`config.mk`:
```
export PLATFORM = sky130hd
export DESIGN_NAME = stream_demux_1to5
export DESIGN_NICKNAME = d
export VERILOG_FILES = /design/src/rtl/processor_pkg.sv /design/src/rtl/fifo2.sv /design/src/rtl/stream_demux_1to5.sv
export SDC_FILE = /design/constraint.sdc
export NUM_CORES = 1
export LEC_CHECK = 0
export ABC_AREA = 1
export CORE_ASPECT_RATIO = 1.2
export CORE_MARGIN = 10
export CORE_UTILIZATION = 55
export CTS_CLUSTER_DIAMETER = 100
export DETAILED_ROUTE_END_ITERATION = 6
export HOLD_SLACK_MARGIN = 0.15
export PLACE_DENSITY = 0.92
export SLEW_MARGIN = 5
export SYNTH_ARGS = -nofsm -noshare
export SYNTH_HDL_FRONTEND = slang
export SYNTH_HIERARCHICAL = 1
export SYNTH_SLANG_ARGS = --single-unit
```
`constraint.sdc`:
```
create_clock -name clk -period 3.9 [get_ports clk]
set_clock_uncertainty 0.1 [all_clocks]
set_input_delay 0.975 -clock clk [delete_from_list [all_inputs] [get_ports clk]]
set_output_delay 0.975 -clock clk [all_outputs]
set_load 0.01 [all_outputs]
```
`src/rtl/processor_pkg.sv`:
```
// Shared destination codes and FIFO entry layout for the result write path.
// Latency: n/a (declarations only).
// Backpressure: n/a (declarations only).
package processor_pkg;

    localparam int DEF_DATA_WIDTH    = 16;
    localparam int DEF_SEL_WIDTH     = 3;
    localparam int DEF_NUM_OUT       = 5;
    localparam int DEF_ERR_CNT_WIDTH = 8;

    // Destination unit indices carried on the select field.
    localparam logic [DEF_SEL_WIDTH-1:0] DEST_REGFILE = 3'd0;
    localparam logic [DEF_SEL_WIDTH-1:0] DEST_MEM     = 3'd1;
    localparam logic [DEF_SEL_WIDTH-1:0] DEST_IO      = 3'd2;
    localparam logic [DEF_SEL_WIDTH-1:0] DEST_PC      = 3'd3;
    localparam logic [DEF_SEL_WIDTH-1:0] DEST_AUX     = 3'd4;

    // One queued word: destination select above the payload.
    typedef struct packed {
        logic [DEF_SEL_WIDTH-1:0]  sel;
        logic [DEF_DATA_WIDTH-1:0] data;
    } fifo_entry_t;

endpackage

```
`src/rtl/fifo2.sv`:
```
// Two-entry FIFO with explicit push/pop and an occupancy count (0..2).
// Latency: a pushed entry is visible at head_data after the next rising edge.
// Backpressure: none internally; the caller must not push when full or pop when empty.
module fifo2 #(
    parameter int WIDTH = 19
) (
    input  logic             clk,
    input  logic             reset_n,
    input  logic             push,
    input  logic [WIDTH-1:0] push_data,
    input  logic             pop,
    output logic [WIDTH-1:0] head_data,
    output logic [1:0]       count
);

    logic [WIDTH-1:0] mem [2];
    logic             wr_ptr;
    logic             rd_ptr;

    // Storage, 1-bit pointers and occupancy; full vs empty is told apart by count.
    always_ff @(posedge clk or negedge reset_n) begin
        if (!reset_n) begin
            mem[0] <= '0;
            mem[1] <= '0;
            wr_ptr <= 1'b0;
            rd_ptr <= 1'b0;
            count  <= 2'd0;
        end else begin
            if (push) begin
                mem[wr_ptr] <= push_data;
                wr_ptr      <= ~wr_ptr;
            end
            if (pop) begin
                rd_ptr <= ~rd_ptr;
            end
            case ({push, pop})
                2'b10:   count <= count + 2'd1;
                2'b01:   count <= count - 2'd1;
                default: count <= count;
            endcase
        end
    end

    assign head_data = mem[rd_ptr];

endmodule

```
`src/rtl/stream_demux_1to5.sv`:
```
// Routes one select-tagged stream to one of NUM_OUT consumers; illegal selects are dropped and counted.
// Latency: one cycle from input accept to out_valid; no combinational input-to-output path.
// Backpressure: in_ready depends only on FIFO occupancy; head holds until its own destination is ready.
module stream_demux_1to5
    import processor_pkg::*;
#(
    parameter int DATA_WIDTH    = DEF_DATA_WIDTH,
    parameter int SEL_WIDTH     = DEF_SEL_WIDTH,
    parameter int NUM_OUT       = DEF_NUM_OUT,
    parameter int ERR_CNT_WIDTH = DEF_ERR_CNT_WIDTH
) (
    input  logic                     clk,
    input  logic                     reset_n,
    input  logic [DATA_WIDTH-1:0]    in_data,
    input  logic [SEL_WIDTH-1:0]     in_sel,
    input  logic                     in_valid,
    output logic                     in_ready,
    output logic [DATA_WIDTH-1:0]    out_data,
    output logic [NUM_OUT-1:0]       out_valid,
    input  logic [NUM_OUT-1:0]       out_ready,
    output logic                     sel_err,
    output logic [ERR_CNT_WIDTH-1:0] err_count
);

    typedef struct packed {
        logic [SEL_WIDTH-1:0]  sel;
        logic [DATA_WIDTH-1:0] data;
    } entry_t;

    localparam logic [SEL_WIDTH-1:0] LAST_LEGAL = SEL_WIDTH'(NUM_OUT - 1);

    logic                  ready_en;
    logic [1:0]            count;
    logic                  has_head;
    entry_t                wr_entry;
    entry_t                head;
    logic                  accept;
    logic                  illegal;
    logic                  push;
    logic                  pop;
    logic [NUM_OUT-1:0]    head_onehot;
    logic [DATA_WIDTH-1:0] last_data;

    // Hold in_ready low through reset and until the first edge after release.
    always_ff @(posedge clk or negedge reset_n) begin
        if (!reset_n) begin
            ready_en <= 1'b0;
        end else begin
            ready_en <= 1'b1;
        end
    end

    assign in_ready = ready_en && (count != 2'd2);
    assign accept   = in_valid && in_ready;
    assign illegal  = accept && (in_sel > LAST_LEGAL);
    assign push     = accept && !illegal;
    assign wr_entry = '{sel: in_sel, data: in_data};
    assign has_head = (count != 2'd0);

    fifo2 #(
        .WIDTH (SEL_WIDTH + DATA_WIDTH)
    ) u_fifo (
        .clk       (clk),
        .reset_n   (reset_n),
        .push      (push),
        .push_data (wr_entry),
        .pop       (pop),
        .head_data (head),
        .count     (count)
    );

    // Decode the head select to a one-hot valid; nothing is offered when empty.
    always_comb begin
        head_onehot = '0;
        for (int k = 0; k < NUM_OUT; k++) begin
            head_onehot[k] = has_head && (head.sel == SEL_WIDTH'(k));
        end
    end

    // Only the addressed destination's ready can retire the head.
    assign pop       = |(head_onehot & out_ready);
    assign out_valid = head_onehot;
    assign out_data  = has_head ? head.data : last_data;

    // Remember the most recent head so out_data holds steady once the FIFO drains.
    always_ff @(posedge clk or negedge reset_n) begin
        if (!reset_n) begin
            last_data <= '0;
        end else if (has_head) begin
            last_data <= head.data;
        end
    end

    // One-cycle drop pulse per illegal word, plus a saturating drop counter.
    always_ff @(posedge clk or negedge reset_n) begin
        if (!reset_n) begin
            sel_err   <= 1'b0;
            err_count <= '0;
        end else begin
            sel_err <= illegal;
            if (illegal && (err_count != {ERR_CNT_WIDTH{1'b1}})) begin
                err_count <= err_count + 1'b1;
            end
        end
    end

endmodule

```
# [Word-level counts from Yosys, hierarchy flattened]
# Cells that the tools add are included.
[word_totals] ff_bits=68 inputBits=27 output_inout_bits=31 wordCells=53
[classes] n_eq_ne=8 n_mux=8 addsub=3 n_reduce_logical=16 n_bitwise=5 n_lt_le_gt_ge=4
[ops] cell="19-bit two-way mux" count=4
[ops] cell="38-bit bitwise mux" count=1
[ops] cell="19-bit demux with 1-bit select" count=1
[ops] cell="16-bit two-way mux" count=1
[ops] cell="1-bit logical AND" count=11
[ops] cell="8-bit by 1-bit adder with 8-bit output (second input constant)" count=1
[ops] cell="8-bit inequality test (second input constant)" count=1
[ops] cell="3-bit by 2-bit == test with 1-bit output (second input constant)" count=2
[ops] cell="5-bit AND" count=1
[ops] cell="5-bit OR reduction" count=1
[ops] cell="2-bit >= comparator (second input constant)" count=2
[ops] cell="1-bit inverter with 2-bit output" count=2
[ops] cell="2-bit one-hot mux with 2 select lines" count=1
[ops] cell="2-bit nonzero test" count=2
[ops] cell="3-bit by 1-bit == test with 1-bit output (second input constant)" count=1
[ops] cell="3-bit == test (second input constant)" count=1
[ops] cell="3-bit greater-than comparator (second input constant)" count=1
[ops] cell="3-bit zero test" count=1
[ops] cell="2-bit by 1-bit adder with 2-bit output (second input constant)" count=1
[ops] cell="2-bit by 1-bit == test with 1-bit output (second input constant)" count=1
[ops] cell="2-bit == test (second input constant)" count=1
[ops] cell="2-bit by 1-bit < comparator with 1-bit output (second input constant)" count=1
[ops] cell="2-bit inequality test (second input constant)" count=1
[ops] cell="1-bit inverter" count=2
[ops] cell="other kinds (2)" count=2

# [Logic depth before layout (Yosys ltp)]
[depth] ltp_word=10 depth_mapped=16 ltp_nobuf=15

# [Hierarchy]
# Netlist, hierarchy kept.
[by_module_without_submodules] module="fifo2" area_each_um2=1855.5 cells_per_inst=224 n_inst=1 seq_area_each_um2=1051.0
[by_module_without_submodules] module="stream_demux_1to5" area_each_um2=1362.6 cells_per_inst=181 n_inst=1 seq_area_each_um2=650.6

# [Worst setup path after synthesis]
# No wires, ideal clock.
[synth_timing] path_type="register -> output" from="register u_fifo.rd_ptr" to="output port out_valid[4]" path_stages_with_launch=7 setup_slack_ps=1550 path_buffers=1 arrival_time_ps=1275 required_time_ps=2825 path_cell_list="dfrtp_1 clkbuf_1 nand2_1 o21ai_0 nor2_1 inv_1 nor3_1"
[synth_rtl] item="start, declared" line="fifo2.sv:18" text="logic rd_ptr;"
[synth_rtl] item="start signal, assigned" line="fifo2.sv:34" text="rd_ptr <= ~rd_ptr;"
[synth_rtl] item="end, declared" line="stream_demux_1to5.sv:19" text="output logic [NUM_OUT-1:0] out_valid,"

==> impl_metrics.prom <==
# TYPE chip_impl_metric gauge
chip_impl_metric{name="overall_fraction_of_global_route_tracks_in_use",unit=""} 0.164
chip_impl_metric{name="timing.hold.ws",unit="ns"} 0.380
chip_impl_metric{name="worst_setup_hold_path_clk_slew",unit="ns"} 0.06
chip_impl_info{name="yosys.area.top_type",value="sky130_fd_sc_hd__dfrtp_1"} 1
chip_impl_metric{name="global_route.overflow_total",unit=""} 0
chip_impl_metric{name="timing.critical_path.arrival",unit="ns"} 2.32
chip_impl_metric{name="post_route_cells_drive_above_1_share",unit=""} 0.0792
chip_impl_info{name="run_status",value="completed"} 1
chip_impl_metric{name="routabilityCongestion",unit=""} 0.855
chip_impl_metric{name="cts_made_buffers",unit=""} 9
chip_impl_metric{name="clock_latency_late_sink",unit="ns"} 0.34
chip_impl_metric{name="number_of_stages_on_the_worst_hold_path",unit=""} 2
chip_impl_metric{name="cts.hold.buffers_added",unit=""} 0
chip_impl_metric{name="ys_warn_count",unit=""} 6
chip_impl_metric{name="wire_per_inst",unit="um"} 13.3
chip_impl_metric{name="number_of_global_route_vias_before_repair",unit=""} 2782
chip_impl_metric{name="syn-num-nets",unit=""} 434
chip_impl_info{name="setup_repair_after_global_routing_missed_its_margin",value="no"} 1
chip_impl_metric{name="grt_max_degree",unit=""} 40
chip_impl_metric{name="synth.yosys.seq_area_share",unit=""} 0.529
chip_impl_metric{name="ir_worst_vdd",unit="mV"} 0.432
chip_impl_metric{name="grt_pass1_wl",unit="um"} 12800
chip_impl_metric{name="critical_path_required",unit="ns"} 2.82
chip_impl_metric{name="place_ws",unit="ns"} 0.875
chip_impl_metric{name="clock_sink_count",unit=""} 68
chip_impl_metric{name="final_critical_path_setup_slack",unit="ns"} 0.505
chip_impl_info{name="startpoint_type",value="flop"} 1
chip_impl_info{name="min-delay-path-class",value="reg -> reg"} 1
chip_impl_metric{name="post_cts_resize_count",unit=""} 0
chip_impl_info{name="timing_startpoint_of_the_critical_path",value="u_fifo/rd_ptr$_DFFE_PN0P_"} 1
chip_impl_metric{name="worst-slew-pin-transition",unit="ns"} 0.802
chip_impl_metric{name="final_util",unit=""} 0.714
chip_impl_info{name="worst-setup-path-type",value="reg -> out"} 1
chip_impl_metric{name="power.density_cell_area",unit="nW/um2"} 818
chip_impl_metric{name="synth_largest_type_area_fraction",unit=""} 0.529
chip_impl_metric{name="layout_min_cycle_time",unit="ns"} 3.39
chip_impl_metric{name="yosys_register_bits",unit=""} 68
chip_impl_metric{name="timing.max_cap.violations",unit=""} 0
chip_impl_metric{name="timing_max_transition_violations_final",unit=""} 0
chip_impl_info{name="netlist_top_cells_area",value="sky130_fd_sc_hd__dfrtp_1, sky130_fd_sc_hd__nand2_1, sky130_fd_sc_hd__o21ai_0, sky130_fd_sc_hd__inv_1, sky130_fd_sc_hd__nand3_1"} 1
chip_impl_metric{name="setup_slack_of_the_most_critical_reg_to_reg_path",unit="ns"} 1.52
chip_impl_metric{name="drt_pass1_iterations",unit=""} 5
chip_impl_metric{name="htree_levels",unit=""} 3
chip_impl_metric{name="place.port_buffers",unit=""} 57
chip_impl_metric{name="synth_area_per_cell",unit="um2"} 7.95
chip_impl_metric{name="diodes",unit=""} 0
chip_impl_metric{name="relSlewSlack",unit=""} 0.465
chip_impl_metric{name="wirelength",unit="um"} 7280
chip_impl_metric{name="r2r.worst_path.cells",unit=""} 13
chip_impl_metric{name="finalSetupTns",unit="ns"} 0
chip_impl_info{name="cts_tree",value="done"} 1
chip_impl_info{name="mostFrequentLayoutCells",value="sky130_fd_sc_hd__nand2_1, sky130_fd_sc_hd__dfrtp_1, sky130_fd_sc_hd__inv_1"} 1
chip_impl_info{name="timing.hold.worst_endpoint",value="last_data[15]$_DFF_PN0_"} 1
chip_impl_metric{name="drtAntennaViolNets",unit=""} 0
chip_impl_metric{name="max_freq",unit="MHz"} 295
chip_impl_metric{name="initial_utilization",unit=""} 0.568
chip_impl_metric{name="cts.path.max_buffers",unit=""} 2
chip_impl_metric{name="syn_inst",unit=""} 405
chip_impl_metric{name="setup_violations",unit=""} 0
chip_impl_metric{name="core.rowCount",unit=""} 30
chip_impl_info{name="critical_path.reg2reg.endpoint",value="u_fifo/count[1]$_DFFE_PN0P_"} 1
chip_impl_info{name="r2r-start",value="u_fifo/rd_ptr$_DFFE_PN0P_"} 1
chip_impl_metric{name="die-area",unit="um2"} 9320
chip_impl_info{name="cts-root-buf",value="sky130_fd_sc_hd__clkbuf_8"} 1
chip_impl_info{name="hold_path_startpoint",value="last_data[15]$_DFF_PN0_"} 1
chip_impl_metric{name="mapped_cell_area",unit="um2"} 3220
chip_impl_metric{name="grt_antenna_before_repair",unit=""} 0
chip_impl_metric{name="finalNetCount",unit=""} 491
chip_impl_metric{name="area_delta_synth_final",unit="%"} 25.7
chip_impl_metric{name="drtIter0Drc",unit=""} 193
chip_impl_metric{name="cts_setup_buffers",unit=""} 0
chip_impl_metric{name="timing.final.crit_share",unit=""} 0.870
chip_impl_metric{name="synth_cell_type_count",unit=""} 29
chip_impl_metric{name="timing_hold_violations_final",unit=""} 0
chip_impl_metric{name="post-route-drc-count",unit=""} 0
chip_impl_metric{name="floorplan.die.height",unit="um"} 104
chip_impl_metric{name="cp_max_fo",unit=""} 18
chip_impl_info{name="endpoint_kind",value="primary output"} 1
chip_impl_metric{name="leakage",unit="nW"} 2.10
chip_impl_metric{name="floorplan.core_area",unit="um2"} 5670
chip_impl_metric{name="dp_hpwl",unit="um"} 5160
chip_impl_metric{name="ios",unit=""} 58
chip_impl_info{name="final_common_cell",value="sky130_fd_sc_hd__nand2_1"} 1
chip_impl_metric{name="floorplan.die.width",unit="um"} 89.8
chip_impl_metric{name="dr_total_vias",unit=""} 2720
chip_impl_metric{name="vias_per_cell",unit=""} 4.97
[stage by stage]
| stage | instance area [um2] | std cells | total power, W |
|---|---|---|---|
| after global routing | 4050 | 547 | 0.00359 |
| after global placement | 3820 | 531 | 0.00260 |
| final | 4050 | 547 | 0.00331 |
| after CTS | 4050 | 547 | 0.00333 |
| after floorplan | 3220 | 405 | 0.00207 |
| after detailed placement | 3820 | 531 | 0.00267 |
[metal layers]
layer  vias to the layer above  GRT usage  wire length (um)
li1                       1348          -                 -
met5                         -          0                 0
met3                        15     0.0614               608
met2                        97      0.257              3510
met1                      1260      0.190              2980
met4                         0     0.0833               187
[synth_stat cells (all sizes together)]
library cell / count
nand2: 159
dfrtp: 68
inv: 61
o21ai: 59
nor2: 16
nand3: 12
buf: 9
clkbuf: 6
nor3: 4
ha: 2
nand4: 2
xor2: 2
a21oi: 1
conb: 1
nand3b: 1
or2: 1
xnor2: 1
[registers in the layout (all words and copies together) (netlist names)]
name and cells:
u_fifo/wr_ptr 1, err_count 8, u_fifo/rd_ptr 1, u_fifo/mem 38, last_data 16, ready_en 1, sel_err 1, u_fifo/count 2
[worst max-delay path by stage]
stage / depth (start not counted) / to / slack (ns)
2_1_floorplan: 6 / out_valid[4] / 1.55
3_3_place_gp: 5 / out_valid[4] / 0.92
3_5_place_dp: 5 / out_valid[2] / 0.88
4_1_cts: 5 / out_valid[4] / 0.49
5_1_grt: 5 / out_valid[4] / 0.30
6_report: 5 / out_valid[2] / 0.51
[power breakdown]
group / switching (W) / internal (W)
sequential: 0.000204 / 0.00102
clock: 0.000266 / 0.000377
combinational: 0.000788 / 0.000653
[critical path: stages, from the launching register on]
cell and delay (ns):
sky130_fd_sc_hd__dfrtp_1 0.64, sky130_fd_sc_hd__o21ai_0 0.30, sky130_fd_sc_hd__inv_1 0.15, sky130_fd_sc_hd__nand2_2 0.11
sky130_fd_sc_hd__nor3_1 0.19, sky130_fd_sc_hd__clkdlybuf4s50_1 0.59
[area by class of cell]
class                           instances  area [um2]
Clock buffer                           10         138
Multi-Input combinational cell        261        1190
Fill cell                             440        1620
Inverter                               61         229
Tap cell                               80         100
Sequential cell                        68        1700
Timing Repair Buffer                   61         596
Clock inverter                          6        87.6
[logic make-up after synthesis]
| logic type | after synthesis | share of synthesized area |
|---|---|---|
| other | 1 | 0.00117 |
| AND/OR/NAND/NOR | 195 | 0.259 |
| adder cells (fa/ha/maj) | 2 | 0.00777 |
| flip-flops | 68 | 0.529 |
| AO/OA/AOI/OAI | 60 | 0.0945 |
| buffers and inverters | 76 | 0.100 |
| XOR/XNOR | 3 | 0.00817 |
Power figures use the tool's default switching activity.
